### src/rtl/morse_symbol_tx.sv
// -----------------------------------------------------------------------------
// morse_symbol_tx
//
// Plays one Morse letter (up to MAX_LEN dots/dashes) on the game LED, timed by
// the shared 100 ms tick pulse. The game controller presents the letter code
// and pulses start. The block frames the letter with busy and ends it with a
// one-clock done pulse after the trailing gap.
//
// Ports:
//   clk       system clock
//   rst       synchronous reset, active-high
//   tick      one-clk-wide 100 ms timebase pulse
//   start     request to play the letter on sym_len/sym_bits
//   sym_len   number of elements (0..7, clamped to MAX_LEN)
//   sym_bits  element pattern, 1 = dash, 0 = dot, bit sym_len-1 sent first
//   busy      high while a letter is in progress
//   done      one-clk pulse when a letter (including tail gap) completes
//   led_out   LED drive, high = mark
//   abort     (only with MORSE_SYMBOL_TX_ABORT_EN) drops the current letter
//
// Optional feature macro: MORSE_SYMBOL_TX_ABORT_EN adds the abort input.
// -----------------------------------------------------------------------------
module morse_symbol_tx #(
    parameter int DOT_TICKS  = 2,
    parameter int DASH_TICKS = 6,
    parameter int GAP_TICKS  = 2,
    parameter int TAIL_TICKS = 6,
    parameter int MAX_LEN    = 5
) (
`ifdef MORSE_SYMBOL_TX_ABORT_EN
    input  logic               abort,
`endif
    input  logic               clk,
    input  logic               rst,
    input  logic               tick,
    input  logic               start,
    input  logic [2:0]         sym_len,
    input  logic [MAX_LEN-1:0] sym_bits,
    output logic               busy,
    output logic               done,
    output logic               led_out
);

    localparam int MAX_AB = (DOT_TICKS > DASH_TICKS) ? DOT_TICKS : DASH_TICKS;
    localparam int MAX_CD = (GAP_TICKS > TAIL_TICKS) ? GAP_TICKS : TAIL_TICKS;
    localparam int MAX_T  = (MAX_AB > MAX_CD) ? MAX_AB : MAX_CD;
    localparam int CNT_W  = $clog2(MAX_T) + 1;
    localparam int IDX_W  = (MAX_LEN > 1) ? $clog2(MAX_LEN) : 1;

    // Compare values are target-1: the tick that reaches the target is the
    // one seen while the counter still holds target-1.
    localparam logic [CNT_W-1:0] DOT_M1  = CNT_W'(DOT_TICKS - 1);
    localparam logic [CNT_W-1:0] DASH_M1 = CNT_W'(DASH_TICKS - 1);
    localparam logic [CNT_W-1:0] GAP_M1  = CNT_W'(GAP_TICKS - 1);
    localparam logic [CNT_W-1:0] TAIL_M1 = CNT_W'(TAIL_TICKS - 1);

    typedef enum logic [2:0] {
        IDLE = 3'd0,
        MARK = 3'd1,
        GAP  = 3'd2,
        TAIL = 3'd3,
        FIN  = 3'd4
    } state_t;

    state_t               state_r, state_s;
    logic [CNT_W-1:0]     cnt_r, cnt_s;
    logic [IDX_W-1:0]     idx_r, idx_s;
    logic [MAX_LEN-1:0]   bits_r, bits_s;
    // Set for a zero-length letter: FIN is then held one extra cycle with
    // busy high before done, so an empty letter still shows a busy cycle.
    logic                 empty_r, empty_s;
    logic                 busy_r, busy_s;
    logic                 done_r, done_s;
    logic                 led_r, led_s;
    logic [2:0]           len_eff_s;
    logic [CNT_W-1:0]     tgt_s;
    logic                 hit_s;
    logic                 abort_s;

`ifdef MORSE_SYMBOL_TX_ABORT_EN
    assign abort_s = abort;
`else
    assign abort_s = 1'b0;
`endif

    // Next-state, counter, index and letter-capture logic.
    always_comb begin
        state_s = state_r;
        cnt_s   = cnt_r;
        idx_s   = idx_r;
        bits_s  = bits_r;
        empty_s = empty_r;

        if (int'(sym_len) > MAX_LEN) begin
            len_eff_s = 3'(MAX_LEN);
        end else begin
            len_eff_s = sym_len;
        end

        case (state_r)
            MARK:    tgt_s = bits_r[idx_r] ? DASH_M1 : DOT_M1;
            GAP:     tgt_s = GAP_M1;
            TAIL:    tgt_s = TAIL_M1;
            default: tgt_s = {CNT_W{1'b0}};
        endcase
        hit_s = tick && (cnt_r == tgt_s);

        case (state_r)
            IDLE: begin
                if (start) begin
                    bits_s = sym_bits;
                    cnt_s  = {CNT_W{1'b0}};
                    if (len_eff_s == 3'd0) begin
                        state_s = FIN;
                        empty_s = 1'b1;
                    end else begin
                        state_s = MARK;
                        empty_s = 1'b0;
                        idx_s   = IDX_W'(len_eff_s - 3'd1);
                    end
                end else begin
                    state_s = IDLE;
                end
            end
            MARK: begin
                if (hit_s) begin
                    cnt_s   = {CNT_W{1'b0}};
                    state_s = (idx_r != {IDX_W{1'b0}}) ? GAP : TAIL;
                end else if (tick) begin
                    cnt_s = cnt_r + {{(CNT_W-1){1'b0}}, 1'b1};
                end else begin
                    cnt_s = cnt_r;
                end
            end
            GAP: begin
                if (hit_s) begin
                    cnt_s   = {CNT_W{1'b0}};
                    idx_s   = idx_r - {{(IDX_W-1){1'b0}}, 1'b1};
                    state_s = MARK;
                end else if (tick) begin
                    cnt_s = cnt_r + {{(CNT_W-1){1'b0}}, 1'b1};
                end else begin
                    cnt_s = cnt_r;
                end
            end
            TAIL: begin
                if (hit_s) begin
                    cnt_s   = {CNT_W{1'b0}};
                    state_s = FIN;
                end else if (tick) begin
                    cnt_s = cnt_r + {{(CNT_W-1){1'b0}}, 1'b1};
                end else begin
                    cnt_s = cnt_r;
                end
            end
            FIN: begin
                if (empty_r) begin
                    empty_s = 1'b0;
                    state_s = FIN;
                end else begin
                    state_s = IDLE;
                end
            end
            default: begin
                state_s = IDLE;
                cnt_s   = {CNT_W{1'b0}};
                empty_s = 1'b0;
            end
        endcase

        // Abort only acts on a letter in progress; in IDLE start has priority.
        if (abort_s && busy_r) begin
            state_s = IDLE;
            cnt_s   = {CNT_W{1'b0}};
            empty_s = 1'b0;
        end else begin
            state_s = state_s;
        end
    end

    // Output values for the next cycle, decoded from the next state so the
    // registered outputs line up with the state they describe.
    always_comb begin
        led_s  = (state_s == MARK);
        busy_s = (state_s == MARK) || (state_s == GAP) || (state_s == TAIL) ||
                 ((state_s == FIN) && empty_s);
        done_s = (state_s == FIN) && !empty_s;
    end

    // State, datapath and registered outputs with synchronous reset.
    always_ff @(posedge clk) begin
        if (rst) begin
            state_r <= IDLE;
            cnt_r   <= {CNT_W{1'b0}};
            idx_r   <= {IDX_W{1'b0}};
            bits_r  <= {MAX_LEN{1'b0}};
            empty_r <= 1'b0;
            busy_r  <= 1'b0;
            done_r  <= 1'b0;
            led_r   <= 1'b0;
        end else begin
            state_r <= state_s;
            cnt_r   <= cnt_s;
            idx_r   <= idx_s;
            bits_r  <= bits_s;
            empty_r <= empty_s;
            busy_r  <= busy_s;
            done_r  <= done_s;
            led_r   <= led_s;
        end
    end

    assign busy    = busy_r;
    assign done    = done_r;
    assign led_out = led_r;

endmodule

### config.mk
export PLATFORM = sky130hd
export DESIGN_NAME = morse_symbol_tx
export DESIGN_NICKNAME = d
export VERILOG_FILES = /design/src/rtl/morse_symbol_tx.sv
export SDC_FILE = /design/constraint.sdc
export NUM_CORES = 1
export LEC_CHECK = 0
export ABC_CLOCK_PERIOD_IN_PS = 2100
export CORE_UTILIZATION = 35
export CTS_CLUSTER_DIAMETER = 200
export DETAILED_ROUTE_END_ITERATION = 7
export GPL_ROUTABILITY_DRIVEN = 0
export HOLD_SLACK_MARGIN = 0.03
export PLACE_DENSITY_LB_ADDON = 0.2
export SLEW_MARGIN = 25
export SYNTH_ARGS = -nofsm -noshare
export SYNTH_HDL_FRONTEND = slang
export SYNTH_SLANG_ARGS = --single-unit
### constraint.sdc
create_clock -name clk -period 2.1 [get_ports clk]
set_input_delay 0.21 -clock clk [delete_from_list [all_inputs] [get_ports clk]]
set_output_delay 0.21 -clock clk [all_outputs]
set_load 0.05 [all_outputs]
==> qor.yml, run 1 <==
worst_setup_path:
  slowest_delay_ns: 0.53
  cp-startpoint: "idx_r[0]"
  crit_chain: "mux4_2, a211oi_4, nor3_2, nor4b_1, buf_4, o22a_1"
  critPathCaptureType: "register"
  criticalPathCategory: "register to register"
  crit_path_top_delay_cell: "mux4_2"
  r2r_cells: 6
  r2r_end: "done"
  cp-start-kind: "register"
  crit_arrival_ns: 2.21
  critPathMaxFanout: 5
  r2r-start: "idx_r[0]"
  rrSetupSlack_ns: 0.13
  crit_family: "multiplexers"
  required_ns: 2.35
  path_buf_inv: 1
sta:
  setup_violations: 0
  min_period_over_period_pct: 93.6
  fmax_mhz: 509
  finalMaxSlewViolations: 0
  min_period_ns: 1.97
  hold_viol_final: 0
  rsz0062_at_grt: "false"
  setup_tns_ns: 0
  worstMarginPinSlew_ns: 0.538
  slew_headroom_pct: 63.2
  skew_ns: 0.00520
power_and_ir_drop:
  powerDensity_nw_per_um2: 722
  seqPwrFrac_pct: 41.5
  p_sw_share_pct: 37.1
  leakage_nw: 0.560
  combPwrFrac_pct: 40.5
  ir_drop_mv: 0.348
  power_frac_clock_pct: 18.1
  power_mw: 1.05
  p_int_uw: 663
  power.net_switching_uw: 391
synthesis:
  synth_top_family_by_area: "simple AND/OR/NAND/NOR gates"
  synth_top_area_share_pct: 32.7
  synth-simple-area-share_pct: 26.9
  synth-xor-area-share_pct: 0
  async_flop_share_pct: 0
  seq_area_frac_synth_pct: 32.7
  yosys_warnings: 0
  synth.avg_cell_area_um2: 8.25
  synth_fa_ha_area_share_pct: 2.15
  synthTopCellsByArea: "dfxtp_1 33%, mux2i_1 7.7%, nor2_1 6.5%"
  synthMuxAreaShare_pct: 9.68
  synth_area_um2: 1160
  synth_nets: 155
  yosysUniqueCellTypes: 45
  synth_cells: 141
  synth_area_leader_cell: "dfxtp_1"
  synth_compound_area_share_pct: 24.2
  synth_edf_count: 0
  ys_ff_latch: 19
  synth-main-ff-cell: "dfxtp_1"
global_routing:
  grt_pass1_wl_um: 4700
  grt_antenna_before_repair: 0
  grt_max_degree: 13
  track_usage_pct: 17.6
  overflow: 0
  grt_pass1_vias: 1017
die:
  initial_core_util_pct: 37.5
  die_w_um: 59.7
  io_pins: 15
  core_area_um2: 3100
  fp.dieH_um: 59.7
  die_area_um2: 3560
  rows: 20
route:
  drt_first_pass_iters: 4
  vias: 1148
  via_per_inst: 5.52
  drtAntennaViolNets: 0
  drc: 0
  drt_iter0_drc: 41
  drt-wirelength-per-cell_um: 13.0
  drt-total-wl_um: 2710
clocking:
  clk_pin_slew_ns: 0.12
  cts_root_buf: "clkbuf_4"
  cts_max_path_buffers: 2
  cts_tree: "yes"
  ctsHtreeMaxLevel: 1
  cts_buffers: 3
  clock_sinks: 19
  insertion_delay_ns: 0.30
final_layout:
  area_growth_pct: 25.5
  final_cell_mix: "20 x nor2_1, 17 x dfxtp_1, 14 x clkdlybuf4s50_1, 13 x a21oi_1, 13 x buf_4"
  diodes: 0
  layout_commonest_cell: "nor2_1"
  final_util_pct: 47.1
  drive_gt1_share_pct: 16.5
  fin_nets: 179
min_path:
  min_path_cells: 2
  min_to: "bits_r[3]"
  hold_class: "register to register"
  hp-start: "bits_r[3]"
placed_design:
  io_buffers: 14
  dp_hpwl_um: 2090
run:
  maxCapViolations: 0
run_status:
  status: "finished clean"
## cell usage after synthesis (all sizes together) (2+ instances only)
cell type and count:
nor4b 2, buf 2, o21ai 4, nand2b 3, nor2 20, nand3b 3, inv 5, clkbuf 6
nand3 2, nor3 5, a22oi 3, nor2b 2, ha 2, nor3b 3, a21oi 13, a211oi 2
or3 2, o22ai 2, nand2 9, dfxtp 19, o22a 2, nor4 2, a31oi 2, mux2i 9
## power groups by stage
stage	Clock, mW	Sequential (mW)	Combinational, mW
after floorplan	0	0.458	0.275
after global placement	0	0.444	0.422
after detailed placement	0	0.446	0.425
after CTS	0.200	0.437	0.426
after global routing	0.221	0.446	0.469
final	0.190	0.437	0.427
## repair_timing
action / 4_1_cts / 5_1_grt
resized for setup: 0 / 2
endpoints found under the hold margin: 0 / 0
buffers inserted: 0 / 0
setup endpoints to repair: 0 / 7
hold buffers: 0 / 0
## per-stage QoR
| stage | instance area [um^2] | instances | hold WS [ns] | worst slack (ns) |
|---|---|---|---|---|
| floorplan | 1160 | 141 | 0.357 | 0.198 |
| global placement | 1430 | 204 | 0.480 | 0.0909 |
| detailed placement | 1430 | 204 | 0.483 | 0.0644 |
| CTS | 1460 | 208 | 0.504 | 0.0389 |
| global route | 1460 | 208 | 0.532 | 0.0208 |
| finish | 1460 | 208 | 0.501 | 0.135 |
## final cells by class
type | instances | area (um^2)
fillers | 326 | 1640
multi-input cells | 109 | 738
flip-flops and latches | 19 | 383
repair buffers | 27 | 238
well taps | 44 | 55.1
clock buffers | 3 | 22.5
inverters | 5 | 18.8
clock inverters | 1 | 5.00
## routing by layer
layer / GRT usage (%) / vias up / part of all wire [%]
li1: - / 570 / -
met5: 0 / - / 0
met4: 8.97 / 0 / 2.1
met2: 27.5 / 32 / 47
met3: 1.95 / 6 / 3.7
met1: 23.8 / 540 / 47
## logic make-up after synthesis
| family | after synthesis |
|---|---|
| AO/OA/AOI/OAI | 39 |
| adder cells (fa/ha/maj) | 2 |
| buffers and inverters | 13 |
| flip-flops | 19 |
| multiplexers | 10 |
| AND/OR/NAND/NOR | 58 |
## worst max-delay path by stage
stage,to,slack (ns),depth (start not counted)
final,done,0.13,6
after global routing,done,0.02,6
after CTS,done,0.04,6
after detailed placement,done,0.06,6
after global placement,done,0.09,6
after floorplan,led_out,0.20,5
## sequential cells by signal, indices dropped and copies added (netlist names)
signal	flops
led_out	1
bits_r	5
busy	1
idx_r	3
cnt_r	4
empty_r	1
state_r	3
done	1
## tightest hold or removal path, cell delays in order (launching register included)
cell	delay, ns
dfxtp_1	0.34
mux2i_1	0.06
nor2_1	0.07
No activity file was read; power rests on OpenSTA's default activity.
==> inputs of run 2 (changes only) <==
--- a/config.mk
+++ b/config.mk
@@ -12,7 +12,6 @@
 export GPL_ROUTABILITY_DRIVEN = 0
 export HOLD_SLACK_MARGIN = 0.03
 export PLACE_DENSITY_LB_ADDON = 0.2
-export SLEW_MARGIN = 25
 export SYNTH_ARGS = -nofsm -noshare
 export SYNTH_HDL_FRONTEND = slang
 export SYNTH_SLANG_ARGS = --single-unit
==> results of run 2 <==
No change in the layout: final DEF, timing and power equal those of run 1.
==> inputs of run 3 (changes only) <==
--- a/config.mk
+++ b/config.mk
@@ -5,6 +5,7 @@
 export SDC_FILE = /design/constraint.sdc
 export NUM_CORES = 1
 export LEC_CHECK = 0
+export ABC_AREA = 1
 export ABC_CLOCK_PERIOD_IN_PS = 2100
 export CORE_UTILIZATION = 35
 export CTS_CLUSTER_DIAMETER = 200
@@ -15,3 +16,4 @@
 export SYNTH_ARGS = -nofsm -noshare
 export SYNTH_HDL_FRONTEND = slang
 export SYNTH_SLANG_ARGS = --single-unit
+export TNS_END_PERCENT = 20
==> run 3 against run 2 <==
Effect of this change:
- the run now ends with DRC left
- largest power group unchanged
- synthesized area fell by 6.3%
- die area fell by 6.1%
- clock skew rose by 0.0085 ns
- power fell by 9.9%
- sequential cell count did not move
- non-clock buffer count fell by 12
- sequential power fell by 1%
- cell count fell by 2.9%
- wire length fell by 19%
- clock-buffer cell count did not move
- critical path type unchanged
- sequential share of layout area rose by 3.2 points
- fmax rose by 12%
- highest routed layer unchanged
==> qor.yml, run 3 <==
run_status:
  status: "complete, but fails checks"
  violations: "DRC"
worst_setup_path:
  r2r_cells: 10  # +4
  critPathCaptureType: "register"
  cp-start-kind: "register"
  r2r-start: "state_r[2]"
  crit_arrival_ns: 1.96  # -0.25 ns
  critPathMaxFanout: 8  # +3
  required_ns: 2.30  # -0.05 ns
  rrSetupSlack_ns: 0.34  # +0.21 ns
  criticalPathCategory: "register to register"
  r2r_end: "idx_r[1]"
route:
  drc: 1  # +1
  drt-wirelength-per-cell_um: 10.8  # -17%
  drt_iter0_drc: 32  # -22%
  drt_first_pass_iters: 6  # +2
  via_per_inst: 4.92  # -11%
  vias: 994  # -13%
  drt-total-wl_um: 2190  # -19%
  drtAntennaViolNets: 0  # unchanged
power_and_ir_drop:
  power.net_switching_uw: 353  # -9.9%
  ir_drop_mv: 0.416  # +19%
  p_sw_share_pct: 37.1  # about the same
  combPwrFrac_pct: 35.0  # -5.5 points
  power_frac_clock_pct: 19.7  # +1.6 points
  seqPwrFrac_pct: 45.3  # +3.8 points
  powerDensity_nw_per_um2: 736  # +1.9%
  leakage_nw: 0.575  # +2.7%
  power_uw: 950  # -9.9%
  p_int_uw: 597  # -9.9%
sta:
  hold_viol_final: 0  # unchanged
  setup_tns_ns: 0  # unchanged
  rsz0062_at_grt: "false"
  fmax_mhz: 568  # +12%
  setup_violations: 0  # unchanged
  fin_hold_ws_ns: 0.492  # -0.00901 ns
  worstMarginPinSlew_ns: 0.490  # -0.0473 ns
  skew_ns: 0.0137  # +0.00848 ns
  finalMaxSlewViolations: 0  # unchanged
  fin_ws_ns: 0.340  # +0.206 ns
  min_period_ns: 1.76  # -0.206 ns
  slew_headroom_pct: 67.2  # +4.0 points
  min_period_over_period_pct: 83.8  # -9.8 points
run:
  maxCapViolations: 0  # unchanged
placed_design:
  io_buffers: 14  # unchanged
  dp_hpwl_um: 1740  # -17%
  dp_slack_ns: 0.208  # +0.144 ns
global_routing:
  grt_pass1_wl_um: 3840  # -18%
  track_usage_pct: 14.5  # -3.1 points
  overflow: 0  # unchanged
  grt_max_degree: 13  # unchanged
  grt_pass1_vias: 955  # -6.1%
  grt_antenna_before_repair: 0  # unchanged
final_layout:
  layout_commonest_cell: "nand2_1"
  reg.largest.list: "bits_r: 5 flops, cnt_r: 4 flops"
  largest_reg_flops: 5  # unchanged
  regArea_um2: 380  # -0.65%
  area_growth_pct: 18.5
  drive_gt1_share_pct: 17.5  # +1.1 points
  multiInputGateArea_um2: 597  # -19%
  diodes: 0  # unchanged
  final_cell_mix: "25 x nand2_1, 20 x nor2_1, 19 x inv_1, 19 x dfxtp_1, 14 x clkdlybuf4s50_1"
  top_register: "bits_r"
  final_util_pct: 45.3  # -1.8 points
  fillers: 312  # -4.3%
  fin_nets: 186  # +3.9%
die:
  initial_core_util_pct: 38.2  # +0.70 points
  die_w_um: 57.8  # -3.1%
  fp.dieH_um: 57.8  # -3.1%
  rows: 19  # -5.0%
  io_pins: 15  # unchanged
  die_area_um2: 3340  # -6.1%
  core_area_um2: 2850  # -8.1%
clocking:
  insertion_delay_ns: 0.30  # about the same
  cts_root_buf: "clkbuf_4"
  postCtsHoldBufs: 0  # unchanged
  cts_max_path_buffers: 2  # unchanged
  cts_resized: 0  # unchanged
  ctsHtreeMaxLevel: 1  # unchanged
  cts_tree: "yes"
  post_cts_buffers: 0  # unchanged
  clk_pin_slew_ns: 0.12  # about the same
  cts_buffers: 3  # unchanged
  clock_sinks: 19  # unchanged
synthesis:
  synth_common_cells: "25 x nand2_1, 20 x nor2_1, 19 x dfxtp_1, 19 x inv_1, 10 x o21ai_0"
  seq_area_frac_synth_pct: 34.9  # +2.2 points
  synth_area_um2: 1090  # -6.3%
  synthTopCellsByArea: "dfxtp_1 35%, nand2_1 8.6%, nor2_1 6.9%"
  async_flop_share_pct: 0  # unchanged
  yosys_warnings: 0  # unchanged
  yosysMostFrequentCell: "nand2_1"
  yosysUniqueCellTypes: 30  # -33%
  synth.avg_cell_area_um2: 7.08  # -14%
  synth_cells: 154  # +9.2%
  synth_area_leader_cell: "dfxtp_1"
  synth_edf_count: 0  # unchanged
  synth_top_area_share_pct: 34.9  # +2.2 points
  synth_nets: 168  # +8.4%
  synth-main-ff-cell: "dfxtp_1"
  ys_ff_latch: 19  # unchanged
min_path:
  hp-start: "sym_bits[1]"
  min_path_cells: 3  # +1
  min_to: "bits_r[1]"
  hold_class: "input port to register"
## run 3: changes by cell type after synthesis, sizes merged, moves of 3 or more
cell    before  now
clkbuf       6    1
inv          5   26
mux2i        9    0
nand2        9   31
nand2b       3    0
nand3        2   11
nand3b       3    0
nor2        20   24
nor3         5    2
o21ai        4   14
## run 3: power groups by stage
stage          registers (mW)  clock network [mW]  logic [mW]
2_1_floorplan           0.458                   0       0.227
3_5_place_dp            0.438                   0       0.333
6_report                0.431               0.187       0.332
4_1_cts                 0.431               0.198       0.335
5_1_grt                 0.436               0.213       0.371
3_3_place_gp            0.438                   0       0.331
## run 3: kinds of logic after synthesis
group,share of synthesized area [%]
buffers and inverters,10.3
AOI/OAI and AO/OA,16.0
and+or+nand+nor,34.1
adders and majority gates,2.30
DFF,34.9
xor gates and xnor gates,2.41
## run 3: layout make-up
type / count / area share, %
Tap cell: 31 / 3.00
Multi-Input combinational cell: 107 / 46.2
Clock inverter: 1 / 0.581
Clock buffer: 3 / 1.74
Sequential cell: 19 / 29.5
Inverter: 26 / 7.56
Timing Repair Buffer: 15 / 11.4
## run 3: worst max-delay path by stage
| stage | startpoint | cells past startpoint | to |
|---|---|---|---|
| floorplan | state_r[0] | 10 | idx_r[1] |
| global placement | sym_len[1] | 12 | busy |
| detailed placement | sym_len[1] | 12 | busy |
| CTS | state_r[2] | 10 | idx_r[2] |
| global route | state_r[2] | 10 | idx_r[2] |
| finish | state_r[2] | 10 | idx_r[1] |
## run 3: metal layers
| metal | GRT usage [%] | vias to the layer above | wire (um) |
|---|---|---|---|
| met5 | 0 | - | 0 |
| met4 | 3.74 | 0 | 10 |
| met3 | 2.68 | 2 | 62 |
| met2 | 22.5 | 11 | 929 |
| met1 | 20.6 | 454 | 1180 |
| li1 | - | 527 | - |
## run 3: through the flow
step	cells	cell area, um^2
final	202	1290
after global routing	202	1290
after CTS	202	1290
after detailed placement	198	1260
after global placement	198	1260
after floorplan	154	1090
## run 3: critical path, cell delays in order, from the launching register on
cell and delay [ns]:
dfxtp_1 0.48, nor2_1 0.09, nand2_1 0.17, inv_2 0.08, or2_1 0.22, inv_1 0.06
a22oi_1 0.06, ha_1 0.27, inv_1 0.03, o21ai_0 0.16, a21oi_1 0.06
